==> src/rtl/complex_delay_pkg.sv <==
// Shared types and constants for the complex delay line.
package complex_delay_pkg;

    localparam int DATA_W_DEF    = 16;
    localparam int MAX_DELAY_LEN = 4096;

    typedef struct packed {
        logic signed [DATA_W_DEF-1:0] re;
        logic signed [DATA_W_DEF-1:0] im;
    } sample_t;

endpackage

==> src/rtl/delay_ram.sv <==
// Simple dual-port, single-clock, read-first storage for the delay line; no reset.
module delay_ram
    import complex_delay_pkg::*;
#(
    parameter int WIDTH  = 2 * DATA_W_DEF,
    parameter int DEPTH  = 29,
    parameter int ADDR_W = 5
) (
    input  logic              clk,
    input  logic              we,
    input  logic [ADDR_W-1:0] wr_addr,
    input  logic [ADDR_W-1:0] rd_addr,
    input  logic [WIDTH-1:0]  wr_data,
    output logic [WIDTH-1:0]  rd_data
);

    logic [WIDTH-1:0] mem [DEPTH];

    always_ff @(posedge clk) begin
        if (we) mem[wr_addr] <= wr_data;
    end

    // Combinational read sees the pre-edge contents, so a same-address write is read-first.
    assign rd_data = mem[rd_addr];

endmodule

==> src/rtl/complex_delay.sv <==
// Fixed-length delay line for complex samples: y[m] = x[m - delay_len] over enabled cycles.
module complex_delay
    import complex_delay_pkg::*;
#(
    parameter int delay_len = 30,
    parameter int DATA_W    = DATA_W_DEF
) (
    input  logic                     clk,
    input  logic                     rst_n,
    input  logic                     enable,
    input  logic signed [DATA_W-1:0] x_in_re,
    input  logic signed [DATA_W-1:0] x_in_im,
    output logic signed [DATA_W-1:0] x_out_re,
    output logic signed [DATA_W-1:0] x_out_im
);

    generate
        if (delay_len == 1) begin : g_len1
            always_ff @(posedge clk) begin
                if (!rst_n) begin
                    x_out_re <= '0;
                    x_out_im <= '0;
                end else if (enable) begin
                    x_out_re <= x_in_re;
                    x_out_im <= x_in_im;
                end
            end
        end else if (delay_len == 2) begin : g_len2
            logic signed [DATA_W-1:0] stage_re;
            logic signed [DATA_W-1:0] stage_im;
            logic                     filled;

            always_ff @(posedge clk) begin
                if (enable) begin
                    stage_re <= x_in_re;
                    stage_im <= x_in_im;
                end
            end

            always_ff @(posedge clk) begin
                if (!rst_n) begin
                    filled   <= 1'b0;
                    x_out_re <= '0;
                    x_out_im <= '0;
                end else if (enable) begin
                    filled   <= 1'b1;
                    x_out_re <= filled ? stage_re : '0;
                    x_out_im <= filled ? stage_im : '0;
                end
            end
        end else begin : g_ram
            localparam int D      = delay_len - 1;
            localparam int PTR_W  = $clog2(D);
            localparam int FILL_W = $clog2(delay_len);
            localparam logic [PTR_W-1:0]  PTR_LAST  = PTR_W'(D - 1);
            localparam logic [FILL_W-1:0] FILL_FULL = FILL_W'(D);

            logic [PTR_W-1:0]    ptr;
            logic [FILL_W-1:0]   fill;
            logic [2*DATA_W-1:0] rd_data;

            delay_ram #(
                .WIDTH  (2 * DATA_W),
                .DEPTH  (D),
                .ADDR_W (PTR_W)
            ) u_ram (
                .clk     (clk),
                .we      (enable),
                .wr_addr (ptr),
                .rd_addr (ptr),
                .wr_data ({x_in_re, x_in_im}),
                .rd_data (rd_data)
            );

            // Fill count saturates at the buffer depth; until then stale RAM is masked to zero.
            always_ff @(posedge clk) begin
                if (!rst_n) begin
                    ptr      <= '0;
                    fill     <= '0;
                    x_out_re <= '0;
                    x_out_im <= '0;
                end else if (enable) begin
                    ptr <= (ptr == PTR_LAST) ? '0 : ptr + PTR_W'(1);
                    if (fill != FILL_FULL) fill <= fill + FILL_W'(1);
                    if (fill == FILL_FULL) begin
                        x_out_re <= rd_data[2*DATA_W-1:DATA_W];
                        x_out_im <= rd_data[DATA_W-1:0];
                    end else begin
                        x_out_re <= '0;
                        x_out_im <= '0;
                    end
                end
            end
        end
    endgenerate

endmodule

==> config.mk <==
export PLATFORM = sky130hd
export DESIGN_NAME = complex_delay
export DESIGN_NICKNAME = d
export VERILOG_FILES = /design/src/rtl/complex_delay_pkg.sv /design/src/rtl/delay_ram.sv /design/src/rtl/complex_delay.sv
export SDC_FILE = /design/constraint.sdc
export NUM_CORES = 1
export LEC_CHECK = 0
export ABC_AREA = 1
export BUFFER_PORTS_ARGS = -buffer_cell sky130_fd_sc_hd__buf_2
export CAP_MARGIN = 5
export CELL_PAD_IN_SITES_DETAIL_PLACEMENT = 0
export CELL_PAD_IN_SITES_GLOBAL_PLACEMENT = 1
export CORE_UTILIZATION = 35
export CTS_CLUSTER_DIAMETER = 50
export DETAILED_ROUTE_END_ITERATION = 10
export PLACE_DENSITY_LB_ADDON = 0.1
export SLEW_MARGIN = 20
export SYNTH_ARGS = -nofsm -noshare
export SYNTH_HDL_FRONTEND = slang
export SYNTH_SLANG_ARGS = --single-unit
==> constraint.sdc <==
create_clock -name clk -period 7.5 [get_ports clk]
set_input_delay 1.5 -clock clk [delete_from_list [all_inputs] [get_ports clk]]
set_output_delay 1.5 -clock clk [all_outputs]
set_load 0.02 [all_outputs]
-- Word level (Yosys, flattened, before mapping)
Memory sizes are Yosys's and may differ from the RTL's. A register that Yosys moved wholly into a read port is not among the register bits.
Index checks and enable logic that the tools add are counted.
- register bits: 42
- memory bits (writable): 928
- input bits: 35
- word-level logic and storage cells: 18
- memories kept: 1
- memory list (name ; depth ; bits a word ; read ports ; clocked after Yosys merged registers in ; wr ports ; RTL line ; source):
    g_ram.u_ram.mem ; 29 ; 32 ; 1 ; 1 ; 1 ; delay_ram.sv:17 ; logic [WIDTH-1:0] mem [DEPTH];
- add/subtract/negate cells: 2
- equality and inequality tests: 3
- mux-type cells: 7
- reduce and logical (&&, ||, !) cells: 1
- operator list (cell ; count):
    two-way mux 16 bit ; 2
    two-way mux 5 bit ; 3
    adder 5 x 1 -> 5 bit (second input constant) ; 2
    equality test 5 bit (second input constant) ; 2
    != test 5 bit (second input constant) ; 1
    two-way mux 1 bit ; 2
    AND reduction 2 bit ; 1

-- Depth between registers and ports, before layout
Gate-level depths: netlist (run 1).
- depth after elaboration: 4
- mapped depth: 12
- mapped depth without buffers: 9

-- Hierarchy
From an unflattened synthesis (run 1), not the netlist that was laid out.
- cells, all modules: 3437
- area total of the unflattened synthesis: 39769.4 um^2
- by module, submodules not included (module ; instances ; cells an instance ; area an instance (um^2)):
    delay_ram ; 1 ; 3222 ; 37906.4
    complex_delay ; 1 ; 215 ; 1863.0

-- Worst setup path before layout (run 1)
No wires, ideal clock.
- kind: input -> register
- start: input port enable
- end: register (tool-made name)
- arrival: 4589 ps
- setup slack: 2791 ps
- stages: 5
- buffers on the path: 1
- cell sequence: buf_2 nand2_1 nor3_1 or2_2 nor2_1
- RTL lines (element ; RTL line ; source):
    start: declaration ; complex_delay.sv:10 ; input logic enable,

==> results of run 1 <==
per-stage QoR:
step           hold WS [ns]  power (uW)  instance area, sq um  utilization [%]
2_1_floorplan        0.4384        6585                 40220                -
3_3_place_gp         0.4555        6935                 42070            37.14
3_5_place_dp         0.4580        6932                 42210            37.26
4_1_cts              0.4656       13260                 46670            41.20
5_1_grt              0.4966       13520                 46720            41.25
6_report             0.4631       13100                 46730            41.25
flip-flops by register name (all words and copies together), names as in the netlist, named ones only:
signal           cells
x_out_re            16
g_ram.fill           5
g_ram.ptr            5
g_ram.u_ram.mem    928
x_out_im            16
cell usage in the layout, fill, tap and decap left out, types with 2 or more instances in the layout:
cell type,synthesis,final
o21ai_0,34,34
clkinvlp_4,0,8
buf_4,4,39
clkbuf_1,53,25
buf_12,0,7
nand3_1,553,553
ha_1,6,6
clkinv_1,3,21
bufinv_16,0,9
nor2_1,161,133
nand2_1,1420,1420
dfxtp_4,0,3
clkinv_4,0,6
buf_16,0,5
edfxtp_1,928,928
clkinv_2,0,18
nor2_4,0,28
clkbuf_16,0,142
a21oi_1,68,68
nor3_1,6,4
clkinv_8,0,3
inv_6,0,10
a31oi_1,2,2
buf_2,134,66
inv_1,270,269
inv_2,2,2
clkbuf_8,0,10
o21ai_1,2,2
dfxtp_1,47,43
nor3_2,0,2
final timing paths:
path / cells past startpoint / startpoint / to / slack (ns)
worst max-delay path: 11 / flip-flop / x_out_re[9] / 3.63
worst min-delay path: 2 / g_ram.fill[3] / g_ram.fill[3] / 0.46
worst max register to register: 11 / flip-flop / x_out_re[9] / 3.63
worst min register to register: 2 / g_ram.fill[3] / g_ram.fill[3] / 0.46
power by group:
part	internal [uW]	switching, uW
Combinational	181	597
Clock	3880	2420
Sequential	6000	28.7
logic make-up after synthesis:
logic type               share of synthesized area [%]
buffers and inverters                            5.061
adder cells (fa/ha/maj)                         0.1866
XOR/XNOR                                       0.02178
AO/OA/AOI/OAI                                    1.344
AND/OR/NAND/NOR                                  21.76
flip-flops                                       71.62
metal layers:
metal  GRT usage, %  routed length, um  up-vias
met4          6.371               2942        2
met1          30.52              58550    13090
met5              0                 20        -
li1               -                  -    12550
met2          34.83              59410      561
met3          3.225               5421      183
area by class of cell:
class                      instances  share of cell area [%]
timing repair buffer             117                   1.928
antenna                            1                0.005355
tap                             1500                   4.017
multi-input combinational       2257                   20.54
inverter                         276                   2.287
clock buffer                     177                   8.100
sequential                       975                   61.68
clock inverter                    73                   1.443
cells in the mapped netlist, types with 3 or more instances:
cell type  number
nand2_1      1420
edfxtp_1      928
nand3_1       553
inv_1         270
nor2_1        161
buf_2         134
a21oi_1        68
clkbuf_1       53
dfxtp_1        47
o21ai_0        34
buf_1          14
ha_1            6
nor3_1          6
buf_4           4
buf_6           4
clkinv_1        3
critical path, delay by kind of cell, from the launching register on:
family          cells  cell delay [ns]
buf+inv             3             1.71
simple gates        6             0.75
compound gates      2             0.26
flops               1             0.87
==> out/results.ini, run 1 <==
[outcome]
status=finished clean

[setup_path]
cp.required_ns=8.15
cp-start-kind=flip-flop
cp.arrival_ns=4.53
crit_type=reg2reg
critical_path.cell_chain=buf_12, buf_16, buf_4, nor2_1, nor2_1, o21ai_0, nand3_1, nand3_1, nand2_1, nand3_1, a21oi_1
crit_fanout=145
endpoint_kind=flip-flop
crit_path_max_incr_delay_ns=0.87
path_common_cell=nand3_1
cp_slowest_cell=dfxtp_4

[floorplanning]
rows=123
start_util_pct=35.51
ioPinCount=67
dieArea_sq_um=116300
die_h_um=341.0
fp.dieW_um=341.0
core_sq_um=113300

[power]
power_density_nw_per_um2=280.3
power_leakage_uw=0.01820
ir_drop_mv=0.2276

[timing]
worst_pin_slew_ns=1.367
worst_slack_ns=3.626
timing.final.crit_share_pct=51.65
setup-violations-final=0
slew_viol_final=0
fin_worst_skew_ns=0.03038
max_freq_mhz=258.1
slew_headroom_pct=8.873
rsz0062_at_grt=false
min_period_ns=3.874
finalSetupTns_ns=0
hold_viol=0

[cells_and_area]
layout-drive-gt1-share_pct=9.368
syn2layout_area_growth_pct=16.17
stdcell_count=5376
fin_nets=3804
nFillCells=10920
multi_input_area_sq_um=9598
seq_area_sq_um=28820

[placed_design]
gp_congestion=0.7583
port_buffers=66
dp.final_hpwl_mm=68.64
place_ws_ns=3.518
placedCellCount=5123

[clock_tree]
clk_path_buf_depth=3
postCtsHoldBufs=0
clk_pin_slew_worst_paths_ns=0.05
post_cts_resize_count=0
cts_setup_buffers=0
root_buffer=clkbuf_16
cts_tree=done
clkLatencyLatePin_ns=0.73
cts_inserted_buffers=136
clock_sinks=975
htreeDepth=4

[synthesis]
netlist_area_sq_um=40220
yosysTopAreaCellShare_pct=69.28
synth-edff-count=928
synthesis.nets=3758
synthFlopType=edfxtp_1
yosys_warnings=0
synth_area_leaders=edfxtp_1, nand2_1, nand3_1
yosysSeqAreaShare_pct=71.62
synthCells=3717
async_flop_share_pct=0
synth_top_cell_by_area=edfxtp_1
ys_ff_latch=975
yosysUniqueCellTypes=25
synth.avg_cell_area_sq_um=10.82

[global_route]
grt_pass1_vias=25510
grt_overflow=0
grt_pass1_wl_mm=182.2
antenna_found_initial=4
grt_usage_pct=21.73
grt_max_degree=226

[detailed_routing]
viasPerCell=4.907
antenna_left=0
dr.pass1.iters=5
drc_errors=0
route.vias.total=26380
wl_per_cell_um=23.50
wl_mm=126.3
drtIter0Drc=2109

[min_path]
hp-class=reg2reg

[run]
maxCapViolCount=0

(Power assumes the default switching activity.)
==> inputs of run 2 (changes only) <==
clock period = 3.2 ns   (was 7.5 ns; I/O delays follow)
==> out/results.ini, run 2 (synthesis results as in run 1) <==
[cells_and_area]
seq_area_sq_um=28820  ; unchanged
fin_nets=3844  ; +1.1%
top_regs=g_ram.u_ram.mem (928), x_out_im (16), x_out_re (16)
nFillCells=11060  ; +1.3%
largest_register_ffs=928  ; unchanged
final_common_cell=nand2_1
multi_input_area_sq_um=9610  ; +0.13%
finish.utilization_pct=41.53  ; +0.28 points
top_register=g_ram.u_ram.mem
final_cell_mix=nand2_1, edfxtp_1, nand3_1
diodes=0  ; -1
postLayoutCellArea_sq_um=47040  ; +0.67%
syn2layout_area_growth_pct=16.96
layout-drive-gt1-share_pct=10.24  ; +0.87 points

[setup_path]
reg2reg_to=x_out_im[10]
cp-start-kind=flip-flop
endpoint_kind=flip-flop
crit_fanout=135  ; -6.9%
r2r_cells=10  ; -1
reg2reg_slack_ns=0.87  ; -2.75 ns
crit_path_end=x_out_im[10]
cp.required_ns=3.83  ; -4.32 ns
crit_type=reg2reg
cp.arrival_ns=2.96  ; -1.57 ns

[min_path]
hp-class=in2reg
min_from=rst_n

[floorplanning]
dieArea_sq_um=116300  ; unchanged
rows=123  ; unchanged
ioPinCount=67  ; unchanged
fp.dieW_um=341.0  ; unchanged
die_h_um=341.0  ; unchanged
start_util_pct=35.51  ; unchanged
core_sq_um=113300  ; unchanged

[power]
clockPowerShare_pct=47.5  ; -0.5 points
power_density_nw_per_um2=642.5  ; +130%
p_seq_share_pct=46.6  ; +0.6 points
swShare_pct=22.67  ; -0.55 points
p_sw_uw=6851  ; +130%
p_int_uw=23370  ; +130%
share_comb_of_total_power_pct=5.9  ; about the same
power_leakage_uw=0.01840  ; +1.1%
ir_drop_mv=0.4704  ; +110%

[timing]
hold_viol=0  ; unchanged
setup-violations-final=0  ; unchanged
fin_worst_skew_ns=0.02902  ; -0.001357 ns
slew_viol_final=0  ; unchanged
max_freq_mhz=429.4  ; +66%
rsz0062_at_grt=false
finalSetupTns_ns=0  ; unchanged
worst_pin_slew_ns=0.8961  ; -0.4708 ns
timing.final.crit_share_pct=72.77  ; +21 points
min_period_ns=2.329  ; -1.545 ns
slew_headroom_pct=40.26  ; +31 points

[clock_tree]
clk_pin_slew_worst_paths_ns=0.06  ; about the same
clock_sinks=975  ; unchanged
clkLatencyLatePin_ns=0.72  ; about the same
htreeDepth=4  ; unchanged
cts_tree=done
cts_setup_buffers=0  ; unchanged
postCtsHoldBufs=0  ; unchanged
clk_path_buf_depth=3  ; unchanged
post_cts_resize_count=0  ; unchanged
cts_inserted_buffers=131  ; -3.7%
root_buffer=clkbuf_16

[detailed_routing]
dr.pass1.iters=5  ; unchanged
drc_errors=0  ; unchanged
route.vias.total=26190  ; -0.71%
antenna_left=0  ; unchanged
wl_per_cell_um=22.62  ; -3.8%
drtIter0Drc=1980  ; -6.1%
wl_mm=122.3  ; -3.2%
viasPerCell=4.844  ; -1.3%

[placed_design]
gp_congestion=0.7424  ; -2.1%
port_buffers=66  ; unchanged
place_area_sq_um=42750  ; +1.3%
dp.final_hpwl_mm=65.95  ; -3.9%

[global_route]
antenna_found_initial=1  ; -3
grt_usage_pct=21.10  ; -0.63 points
grt_max_degree=148  ; -35%
grt_pass1_vias=25570  ; +0.25%
grt_pass1_wl_mm=178.3  ; -2.1%
grt_overflow=0  ; unchanged

[run]
maxCapViolCount=0  ; unchanged

[outcome]
status=finished clean

-- run 2: cell count changes in the layout (fill, tap and decap cells not counted), moves of 4 or more --
cell	previous run	this run
clkinv_1	21	12
clkinv_2	18	23
clkbuf_1	25	29
buf_4	39	70
buf_16	5	0
buf_12	7	26
inv_6	10	4
-- run 2: cell type report --
type                    instances  area share (%)
multi-input cells            2257           20.43
clock buffers                 176           7.884
inverters                     276           2.271
repair buffers                162           2.926
flip-flops and latches        975           61.27
clock inverters                61           1.234
well taps                    1500           3.990
-- run 2: how the worst min path moves through the flow --
| stage | slack, ns | cells after the start | to |
|---|---|---|---|
| floorplan | 0.44 | 2 | g_ram.fill[3] |
| global placement | 0.45 | 2 | g_ram.fill[3] |
| detailed placement | 0.45 | 2 | x_out_im[0] |
| finish | 0.31 | 3 | flip-flop |
| global route | 0.29 | 3 | g_ram.fill[3] |
| CTS | 0.26 | 3 | g_ram.fill[0] |
-- run 2: power by group through the flow --
stage / registers, uW / logic [uW] / clock network [uW]
after global placement: 14300 / 1840 / 0
after global routing: 14100 / 2020 / 15200
final: 14100 / 1790 / 14300
after floorplan: 14300 / 1100 / 0
after CTS: 14100 / 1840 / 14700
after detailed placement: 14300 / 1840 / 0
-- run 2: per-layer routing --
layer	vias to the layer above	share of wire, %	routed length [um]	GRT usage (%)
li1	12620	-	-	-
met1	12940	48	58590	30.18
met2	474	46	56080	33.04
met3	154	3.9	4713	3.298
met4	0	2.4	2910	6.259
met5	-	0	0	0
-- run 2: critical path, stage by stage (launching register included) --
cell and delay [ns]:
dfxtp_4 0.51, buf_12 0.53, buf_4 0.36, nand2_1 0.07, nand2_1 0.07, nand2_1 0.04, nand3_1 0.08, nand3_1 0.09
nand3_1 0.09, nand3_1 0.11, a21oi_1 0.17
-- run 2: through the flow --
step                      setup slack, ns  hold WS, ns  power (uW)  cells
after floorplan                    0.3947       0.4384       15430   3717
after global placement             0.6683       0.4498       16190   5170
after detailed placement           0.6736       0.4534       16180   5170
after CTS                          0.8371       0.2614       30590   5407
after global routing               0.6653       0.2937       31300   5407
final                              0.8714       0.3092       30230   5407
